<file path="src/rtl/svo_tpattern.sv">
// svo_tpattern -- AXI-Stream test pattern generator.
//
// Produces one frame of SVO_HOR_PIXELS x SVO_VER_PIXELS pixels after another.
// The pattern is chosen by 'mode', which is sampled when pixel (0,0) is
// generated and then held for the rest of the frame:
//   0 grid, 1 colour bars, 2 checker, 3 horizontal gradient,
//   4 noise (only with SVO_TPATTERN_NOISE_EN defined), 5..7 black.
// Pixel word is {B,G,R}, red in the LSBs.
//
// Optional feature macro: SVO_TPATTERN_NOISE_EN adds a 32-bit Galois LFSR
// that drives mode 4. Without it mode 4 outputs black.
//
// Ports:
//   clk_pixel        pixel clock, all logic on its rising edge
//   reset            synchronous, active-high
//   mode[2:0]        pattern select, sampled at the start of each frame
//   out_axis_tvalid  pixel valid
//   out_axis_tready  sink accepts the pixel
//   out_axis_tdata   pixel data {B,G,R}
//   out_axis_tuser   start of frame, pixel (0,0)
//   out_axis_tlast   last pixel of a line
module svo_tpattern #(
   parameter int SVO_HOR_PIXELS     = 640,
   parameter int SVO_VER_PIXELS     = 480,
   parameter int SVO_BITS_PER_RED   = 8,
   parameter int SVO_BITS_PER_GREEN = 8,
   parameter int SVO_BITS_PER_BLUE  = 8,
   parameter int TILE_LOG2          = 5,
   localparam int BPP = SVO_BITS_PER_RED + SVO_BITS_PER_GREEN + SVO_BITS_PER_BLUE
) (
   input  logic           clk_pixel,
   input  logic           reset,
   input  logic [2:0]     mode,
   output logic           out_axis_tvalid,
   input  logic           out_axis_tready,
   output logic [BPP-1:0] out_axis_tdata,
   output logic           out_axis_tuser,
   output logic           out_axis_tlast
);

   localparam int RW  = SVO_BITS_PER_RED;
   localparam int GW  = SVO_BITS_PER_GREEN;
   localparam int BW  = SVO_BITS_PER_BLUE;
   localparam int HW  = (SVO_HOR_PIXELS > 1) ? $clog2(SVO_HOR_PIXELS) : 1;
   localparam int VW  = (SVO_VER_PIXELS > 1) ? $clog2(SVO_VER_PIXELS) : 1;
   localparam int T   = 1 << TILE_LOG2;
   // Offsets centre the tile grid within the active area.
   localparam logic [TILE_LOG2-1:0] HOFF = TILE_LOG2'(((T - (SVO_HOR_PIXELS % T)) % T) / 2);
   localparam logic [TILE_LOG2-1:0] VOFF = TILE_LOG2'(((T - (SVO_VER_PIXELS % T)) % T) / 2);

   logic [HW-1:0]        hcursor;
   logic [VW-1:0]        vcursor;
   logic [TILE_LOG2-1:0] xoff, yoff;
   logic [HW:0]          tx;
   logic [VW:0]          ty;
   logic [2:0]           mode_q;

   logic                 advance;
   logic                 sof, eol;
   logic [2:0]           cur_mode;
   logic [2:0]           bar;
   logic [RW-1:0]        pix_r;
   logic [GW-1:0]        pix_g;
   logic [BW-1:0]        pix_b;
   logic [BPP-1:0]       pixel;

`ifdef SVO_TPATTERN_NOISE_EN
   localparam logic [31:0] LFSR_TAPS = 32'h80200003;
   logic [31:0] lfsr;

   // Low BPP bits of the LFSR, repeated when the pixel is wider than 32 bits.
   function automatic logic [BPP-1:0] noise_bits(input logic [31:0] s);
      for (int unsigned i = 0; i < BPP; i++)
         noise_bits[i] = s[i % 32];
   endfunction
`endif

   assign advance = !out_axis_tvalid || out_axis_tready;

   always_comb begin
      sof      = (hcursor == '0) && (vcursor == '0);
      eol      = (hcursor == HW'(SVO_HOR_PIXELS - 1));
      // Pixel (0,0) already uses the freshly sampled mode.
      cur_mode = sof ? mode : mode_q;
      bar      = 3'((32'(hcursor) * 32'd8) / 32'(SVO_HOR_PIXELS));
      pix_r    = '0;
      pix_g    = '0;
      pix_b    = '0;
      pixel    = '0;
      case (cur_mode)
         3'd0: if (xoff == '0 || yoff == '0) pixel = '1;
         3'd1: begin
            // R on for bars {0,1,4,5}, G for {0..3}, B for even bars.
            pix_r = {RW{~bar[1]}};
            pix_g = {GW{~bar[2]}};
            pix_b = {BW{~bar[0]}};
            pixel = {pix_b, pix_g, pix_r};
         end
         3'd2: if (tx[0] ^ ty[0]) pixel = '1;
         3'd3: begin
            pix_r = RW'(hcursor);
            pix_g = GW'(hcursor);
            pix_b = BW'(hcursor);
            pixel = {pix_b, pix_g, pix_r};
         end
`ifdef SVO_TPATTERN_NOISE_EN
         3'd4: pixel = noise_bits(lfsr);
`endif
         default: pixel = '0;
      endcase
   end

   always_ff @(posedge clk_pixel) begin
      if (reset) begin
         out_axis_tvalid <= 1'b0;
         out_axis_tdata  <= '0;
         out_axis_tuser  <= 1'b0;
         out_axis_tlast  <= 1'b0;
         hcursor         <= '0;
         vcursor         <= '0;
         xoff            <= HOFF;
         yoff            <= VOFF;
         tx              <= '0;
         ty              <= '0;
         mode_q          <= '0;
`ifdef SVO_TPATTERN_NOISE_EN
         lfsr            <= 32'h00000001;
`endif
      end else if (advance) begin
         out_axis_tvalid <= 1'b1;
         out_axis_tdata  <= pixel;
         out_axis_tuser  <= sof;
         out_axis_tlast  <= eol;
         if (sof)
            mode_q <= mode;
`ifdef SVO_TPATTERN_NOISE_EN
         lfsr <= {1'b0, lfsr[31:1]} ^ (lfsr[0] ? LFSR_TAPS : '0);
`endif
         if (eol) begin
            hcursor <= '0;
            xoff    <= HOFF;
            tx      <= '0;
            if (vcursor == VW'(SVO_VER_PIXELS - 1)) begin
               vcursor <= '0;
               yoff    <= VOFF;
               ty      <= '0;
            end else begin
               vcursor <= vcursor + 1'b1;
               yoff    <= yoff + 1'b1;
               if (yoff == '1)
                  ty <= ty + 1'b1;
            end
         end else begin
            hcursor <= hcursor + 1'b1;
            xoff    <= xoff + 1'b1;
            if (xoff == '1)
               tx <= tx + 1'b1;
         end
      end
   end

endmodule
</file>
<file path="config.mk">
export PLATFORM = sky130hd
export DESIGN_NAME = svo_tpattern
export DESIGN_NICKNAME = d
export VERILOG_FILES = /design/src/rtl/svo_tpattern.sv
export SDC_FILE = /design/constraint.sdc
export NUM_CORES = 1
export LEC_CHECK = 0
export ABC_AREA = 1
export CORE_ASPECT_RATIO = 0.8
export CORE_MARGIN = 2
export CORE_UTILIZATION = 30
export DETAILED_ROUTE_END_ITERATION = 10
export GPL_ROUTABILITY_DRIVEN = 0
export SYNTH_ARGS = -nofsm -noshare
export SYNTH_HDL_FRONTEND = slang
export SYNTH_SLANG_ARGS = --single-unit
</file>
<file path="constraint.sdc">
create_clock -name clk_pixel -period 3.9 [get_ports clk_pixel]
set_input_delay 0.78 -clock clk_pixel [delete_from_list [all_inputs] [get_ports clk_pixel]]
set_output_delay 0.78 -clock clk_pixel [all_outputs]
set_load 0.05 [all_outputs]
</file>
==> impl_metrics.json, run 1 <==
{
  "holdBufCountCts": 0,
  "nets": 619,
  "status": "completed",
  "fmax_mhz": 283,
  "yosysSeqAreaShare_pct": 32.4,
  "worst_slew_pin_slew_ps": 837,
  "grt_max_degree": 38,
  "first_iter_violations": 218,
  "insertion_delay_ps": 330,
  "total_power_mw": 2.17,
  "grt_first_pass_wirelength_um": 17100,
  "synth-edff-count": 0,
  "min_path_type": "flip-flop to flip-flop",
  "drc": 0,
  "io_buffers": 32,
  "fin_crit_ps": 3540,
  "period_share_pct": 90.7,
  "antenna_found_initial": 0,
  "endpoint_kind": "flip-flop",
  "rsz0062_at_grt": "false",
  "vdd_drop_max_uv": 258,
  "gr-usage-all-layers_pct": 15.5,
  "num_antenna_cells": 0,
  "vias": 3745,
  "met1_usage_pct": 22.1,
  "syn_inst": 563,
  "overflow": 0,
  "wl_per_cell_um": 13.0,
  "post_dp_cell_area_mm2": 0.00428,
  "dr.pass1.iters": 5,
  "ant_nets": 0,
  "core_area_mm2": 0.0122,
  "yosys_warnings": 0,
  "fillerInstances": 1288,
  "grt_pass1_vias": 3554,
  "cts_tree": "yes",
  "slew_viol_final": 0,
  "crit_fanout": 8,
  "htreeDepth": 3,
  "multi_input_area_mm2": 0.00232,
  "synth.distinct_cells": 40,
  "wirelength_um": 10100,
  "clock-root-buffer": "clkbuf_16",
  "area_growth_pct": 23.9,
  "viasPerCell": 4.82,
  "slew_headroom_pct": 44.1,
  "register_area_mm2": 0.00122,
  "avgSynthCellArea_um2": 6.70,
  "ios": 33,
  "ys.flop_type": "dfxtp_1",
  "top_usage_layer": "met2",
  "maxCapViolations": 0,
  "use_met3_pct": 2.98,
  "synth-seq-cells": 61,
  "clock-sinks": 61,
  "setup_viol": 0,
  "power_leakage_nw": 2.10,
  "fin_setup_tns_ps": 0,
  "syn_area_mm2": 0.00377,
  "cts_made_buffers": 9,
  "pwr_density_cell_mw_per_mm2": 464,
  "met2_usage_pct": 23.4,
  "syn_nets": 581,
  "cp_data_arrival_time_ps": 3800,
  "start_kind": "flip-flop",
  "cts.path.max_buffers": 2,
  "die_x_um": 129,
  "path_clk_slew_ps": 50,
  "start_util_pct": 30.9,
  "worstPathRequired_ps": 4160,
  "final_layout_size_suffix_gt1_share_pct": 14.5,
  "synthArstFlopShare_pct": 0,
  "hold_ws_ps": 464,
  "crit_type": "flip-flop to flip-flop",
  "hold_viol": 0,
  "skew_ps": 7.05,
  "row_count": 36,
  "die_h_um": 104,
  "final_area_mm2": 0.00468,
  "dp_hpwl_um": 7430,
  "dieArea_mm2": 0.0135
}
[power by group]
group	total (mW)	switching, mW	internal, mW
sequential	0.723	0.0376	0.686
clock	0.873	0.282	0.592
combinational	0.571	0.388	0.183
[synthesized netlist by cell type (7+ instances only)]
cell type	number	area, um2
nand2_1	167	627
dfxtp_1	61	1220
a21oi_1	46	230
inv_1	45	169
nor2_1	44	165
nand3_1	37	185
nand4_1	18	113
o21ai_0	18	90.1
nor3_1	15	75.1
nand2_2	14	87.6
ha_1	12	150
xor2_1	11	96.3
inv_2	10	37.5
clkbuf_1	9	33.8
a21oi_2	8	70.1
nor2_2	7	43.8
[cells by family after synthesis]
group	share of synthesized area (%)
and+or+nand+nor	40.5
AOI/OAI and AO/OA	12.8
buffers and inverters	7.53
DFF	32.4
xor gates and xnor gates	2.79
adders and majority gates	3.98
[timing repair]
| action | CTS | global route |
|---|---|---|
| setup endpoints to repair | 0 | 9 |
| buffers inserted | 0 | 2 |
| resized for setup | 0 | 12 |
[metrics by stage]
step	setup slack, ps	cells	util [%]
2_1_floorplan	818	563	-
6_report	364	777	38.3
4_1_cts	194	774	37.8
3_5_place_dp	215	758	35.1
5_1_grt	25.4	777	38.3
3_3_place_gp	373	758	35.1
[state kept, by name, indices dropped and copies added, names as in the netlist, 3 cells and up]
name,flops
out_axis_tdata,24
hcursor,10
vcursor,9
xoff,5
yoff,5
mode_q,3
[placed cells by master (no fill, tap or decap), types with 2 or more instances in the layout]
cell type        synthesis  final
a21oi_1                 46     46
o21ai_0                 18     18
nand3_2                  3      5
o21ai_2                  1      2
clkdlybuf4s50_1          0     32
nor2_4                   2      4
a21oi_2                  8      8
dfxtp_1                 61     59
buf_4                    1      8
and3_1                   2      2
nand3_4                  3      3
a211oi_1                 3      3
nand2_2                 14     17
ha_1                    12     12
nand4_1                 18     18
clkbuf_16                0      9
clkbuf_8                 0      2
nand3_1                 37     36
bufinv_16                0      2
nor2_2                   7      8
nor3_1                  15     15
nor4_1                   3      3
nor2_1                  44     41
dfxtp_2                  0      2
xor2_1                  11     11
nand2_4                  4      3
nand2_1                167    164
a21boi_0                 2      2
inv_1                   45     45
clkinv_2                 0      2
inv_2                   10     10
[final cells by class]
type / count / area share, %
clock buffers: 12 / 5.49
well taps: 171 / 4.58
clock inverters: 4 / 1.50
repair buffers: 40 / 8.13
multi-input cells: 433 / 49.6
inverters: 56 / 4.50
flip-flops and latches: 61 / 26.2
[worst paths after layout]
check	start	to	slack, ps	cells after the start
min	out_axis_tdata[5]$_SDFFE_PP0N_	out_axis_tdata[5]$_SDFFE_PP0N_	460	2
max reg2reg	hcursor[0]$_SDFFE_PP0N_	out_axis_tdata[16]$_SDFFE_PP0N_	360	24
max	hcursor[0]$_SDFFE_PP0N_	out_axis_tdata[16]$_SDFFE_PP0N_	360	24
min reg2reg	out_axis_tdata[5]$_SDFFE_PP0N_	out_axis_tdata[5]$_SDFFE_PP0N_	460	2
[worst max-delay path, cell delays in order, from the launching register on]
cell      delay [ps]
dfxtp_2          340
inv_1            150
ha_1             210
inv_1             80
nor2_4           120
nand3_2          110
nand2_4          120
nand3_4          130
nand2_2          100
nand3_2          100
nor2_4           210
nand2_8          100
nand2_1          100
nand3_1          140
nand3_2          120
nand2_2          110
nor2_8           190
nand3_4          130
nand3_2           90
nand3b_1         130
nor3_4           230
nand3_4          140
nand3_1          100
nand2_1           90
a21oi_2          140
[metal layers]
| metal | routed length, um | vias to the layer above |
|---|---|---|
| met3 | 449 | 17 |
| met4 | 150 | 0 |
| li1 | - | 1931 |
| met1 | 5070 | 1709 |
| met5 | 0 | - |
| met2 | 4430 | 88 |
Note: power is estimated with default switching activity, not from simulation.
==> run 2: changes to the inputs <==
--- a/config.mk
+++ b/config.mk
@@ -6,11 +6,14 @@
 export NUM_CORES = 1
 export LEC_CHECK = 0
 export ABC_AREA = 1
+export CELL_PAD_IN_SITES_DETAIL_PLACEMENT = 2
+export CELL_PAD_IN_SITES_GLOBAL_PLACEMENT = 2
 export CORE_ASPECT_RATIO = 0.8
 export CORE_MARGIN = 2
 export CORE_UTILIZATION = 30
 export DETAILED_ROUTE_END_ITERATION = 10
 export GPL_ROUTABILITY_DRIVEN = 0
+export PLACE_DENSITY_LB_ADDON = 0.1
 export SYNTH_ARGS = -nofsm -noshare
 export SYNTH_HDL_FRONTEND = slang
 export SYNTH_SLANG_ARGS = --single-unit
==> run 2 against run 1 <==
  * Worst setup slack got worse by 73 ps
  * Global-route usage rose by 5.2 points
  * Combinational power rose by 5.8%
  * Die area did not move
  * Largest cell class unchanged
==> impl_metrics.json, run 2 (synthesized netlist as in run 1, its figures left out) <==
{
  "ant_nets": 0,
  "clock-sinks": 61,
  "holdBufCountCts": 0,
  "nets": 629,
  "finalNonFillerCells": 787,
  "cts_tree": "yes",
  "row_count": 36,
  "htreeDepth": 3,
  "dieArea_mm2": 0.0135,
  "power_leakage_nw": 2.19,
  "status": "completed",
  "dp_hpwl_um": 9840,
  "path_clk_slew_ps": 50,
  "final_cell_mix": "nand2_1, dfxtp_1, a21oi_1, inv_1, nor2_1",
  "cts_made_buffers": 9,
  "drc": 0,
  "worst_slack_ps": 290,
  "regMostFlops": "out_axis_tdata",
  "clock-root-buffer": "clkbuf_16",
  "endpoint_kind": "flip-flop",
  "cts.path.max_buffers": 2,
  "top_regs": "out_axis_tdata (24), hcursor (10), vcursor (9)",
  "min_path_type": "flip-flop to flip-flop",
  "fillerInstances": 1477,
  "total_power_mw": 2.27,
  "die_h_um": 104,
  "final_core_util_pct": 39.6,
  "overflow": 0,
  "io_buffers": 32,
  "vias": 3911,
  "fmax_mhz": 277,
  "dr.pass1.iters": 4,
  "largest_reg_flops": 24,
  "wirelength_um": 13600,
  "core_area_mm2": 0.0122,
  "skew_ps": 6.31,
  "hold_viol": 0,
  "highest_layer": "met4",
  "slew_viol_final": 0,
  "final_layout_size_suffix_gt1_share_pct": 17.7,
  "area_growth_pct": 28.2,
  "grt_first_pass_wirelength_um": 22000,
  "pwr_density_cell_mw_per_mm2": 469,
  "start_kind": "flip-flop",
  "worstPathRequired_ps": 4160,
  "worst_slew_pin_slew_ps": 999,
  "ios": 33,
  "antenna_found_initial": 0,
  "crit_type": "flip-flop to flip-flop",
  "first_iter_violations": 148,
  "setup_viol": 0,
  "wl_per_cell_um": 17.2,
  "insertion_delay_ps": 330,
  "die_x_um": 129,
  "viasPerCell": 4.97,
  "period_share_pct": 92.6,
  "start_util_pct": 30.9,
  "grt_pass1_vias": 4189,
  "dpl_worst_slack_ps": -12.8,
  "maxCapViolations": 0,
  "cp_data_arrival_time_ps": 3870,
  "met1Wirelength_um": 6790,
  "fin_crit_ps": 3610,
  "crit_fanout": 8,
  "gr-usage-all-layers_pct": 20.7,
  "slew_headroom_pct": 33.3,
  "num_antenna_cells": 0,
  "placed_cells": 761,
  "route.met3.wl_um": 335,
  "wl_met2_um": 6300,
  "mostFrequentLayoutCell": "nand2_1",
  "grt_max_degree": 37,
  "vdd_drop_max_uv": 246
}
-- run 2: area by class of cell --
cell class | count | area (um2) | area share [%]
flip-flops and latches | 61 | 1230 | 25.4
multi-input cells | 433 | 2370 | 49.1
repair buffers | 50 | 459 | 9.49
well taps | 171 | 214 | 4.42
clock buffers | 10 | 239 | 4.94
clock inverters | 6 | 110 | 2.28
inverters | 56 | 215 | 4.45
-- run 2: where the power goes --
part	internal [mW]	switching, mW	total, mW
Clock	0.640	0.302	0.942
Sequential	0.685	0.0402	0.726
Combinational	0.191	0.414	0.604
-- run 2: what timing repair did --
action	CTS	global route
gates cloned	0	1
pin swaps	0	17
resized for setup	1	29
setup endpoints to repair	8	16
buffers inserted	0	9
-- run 2: worst paths after layout --
path | from | to | slack [ps] | cells after the start
worst max-delay path | hcursor[0]$_SDFFE_PP0N_ | out_axis_tdata[18]$_SDFFE_PP0N_ | 290 | 24
worst min-delay path | out_axis_tdata[1]$_SDFFE_PP0N_ | out_axis_tdata[1]$_SDFFE_PP0N_ | 470 | 2
worst max register to register | hcursor[0]$_SDFFE_PP0N_ | out_axis_tdata[18]$_SDFFE_PP0N_ | 290 | 24
worst min register to register | out_axis_tdata[1]$_SDFFE_PP0N_ | out_axis_tdata[1]$_SDFFE_PP0N_ | 470 | 2
-- run 2: metal layers --
| layer | up-vias | global-route usage (%) |
|---|---|---|
| li1 | 1942 | - |
| met1 | 1917 | 29.0 |
| met2 | 40 | 33.3 |
| met3 | 12 | 3.50 |
| met4 | 0 | 4.50 |
| met5 | - | 0 |
-- run 2: through the flow --
step	TNS (ps)	area [um2]	hold WS (ps)
5_1_grt	-156	4840	497
3_5_place_dp	-41.6	4300	465
6_report	0	4840	469
4_1_cts	0	4660	475
3_3_place_gp	0	4300	456
2_1_floorplan	0	3770	444
-- run 2: worst max-delay path, stage by stage (launching register included) --
cell	delay, ps
dfxtp_4	360
inv_4	80
ha_2	180
inv_1	60
nor2_4	160
nand3_4	100
nand2_4	120
buf_4	120
nand4_1	180
nand3_2	190
nor2_4	80
buf_4	140
nand3_1	100
nand3_2	140
nand3_2	120
nand2_4	80
nor2_8	160
nand3_4	120
nand3_1	140
nand3b_1	150
nor3_4	220
nand3_4	160
nand3_2	90
nand2_1	80
a21oi_2	180
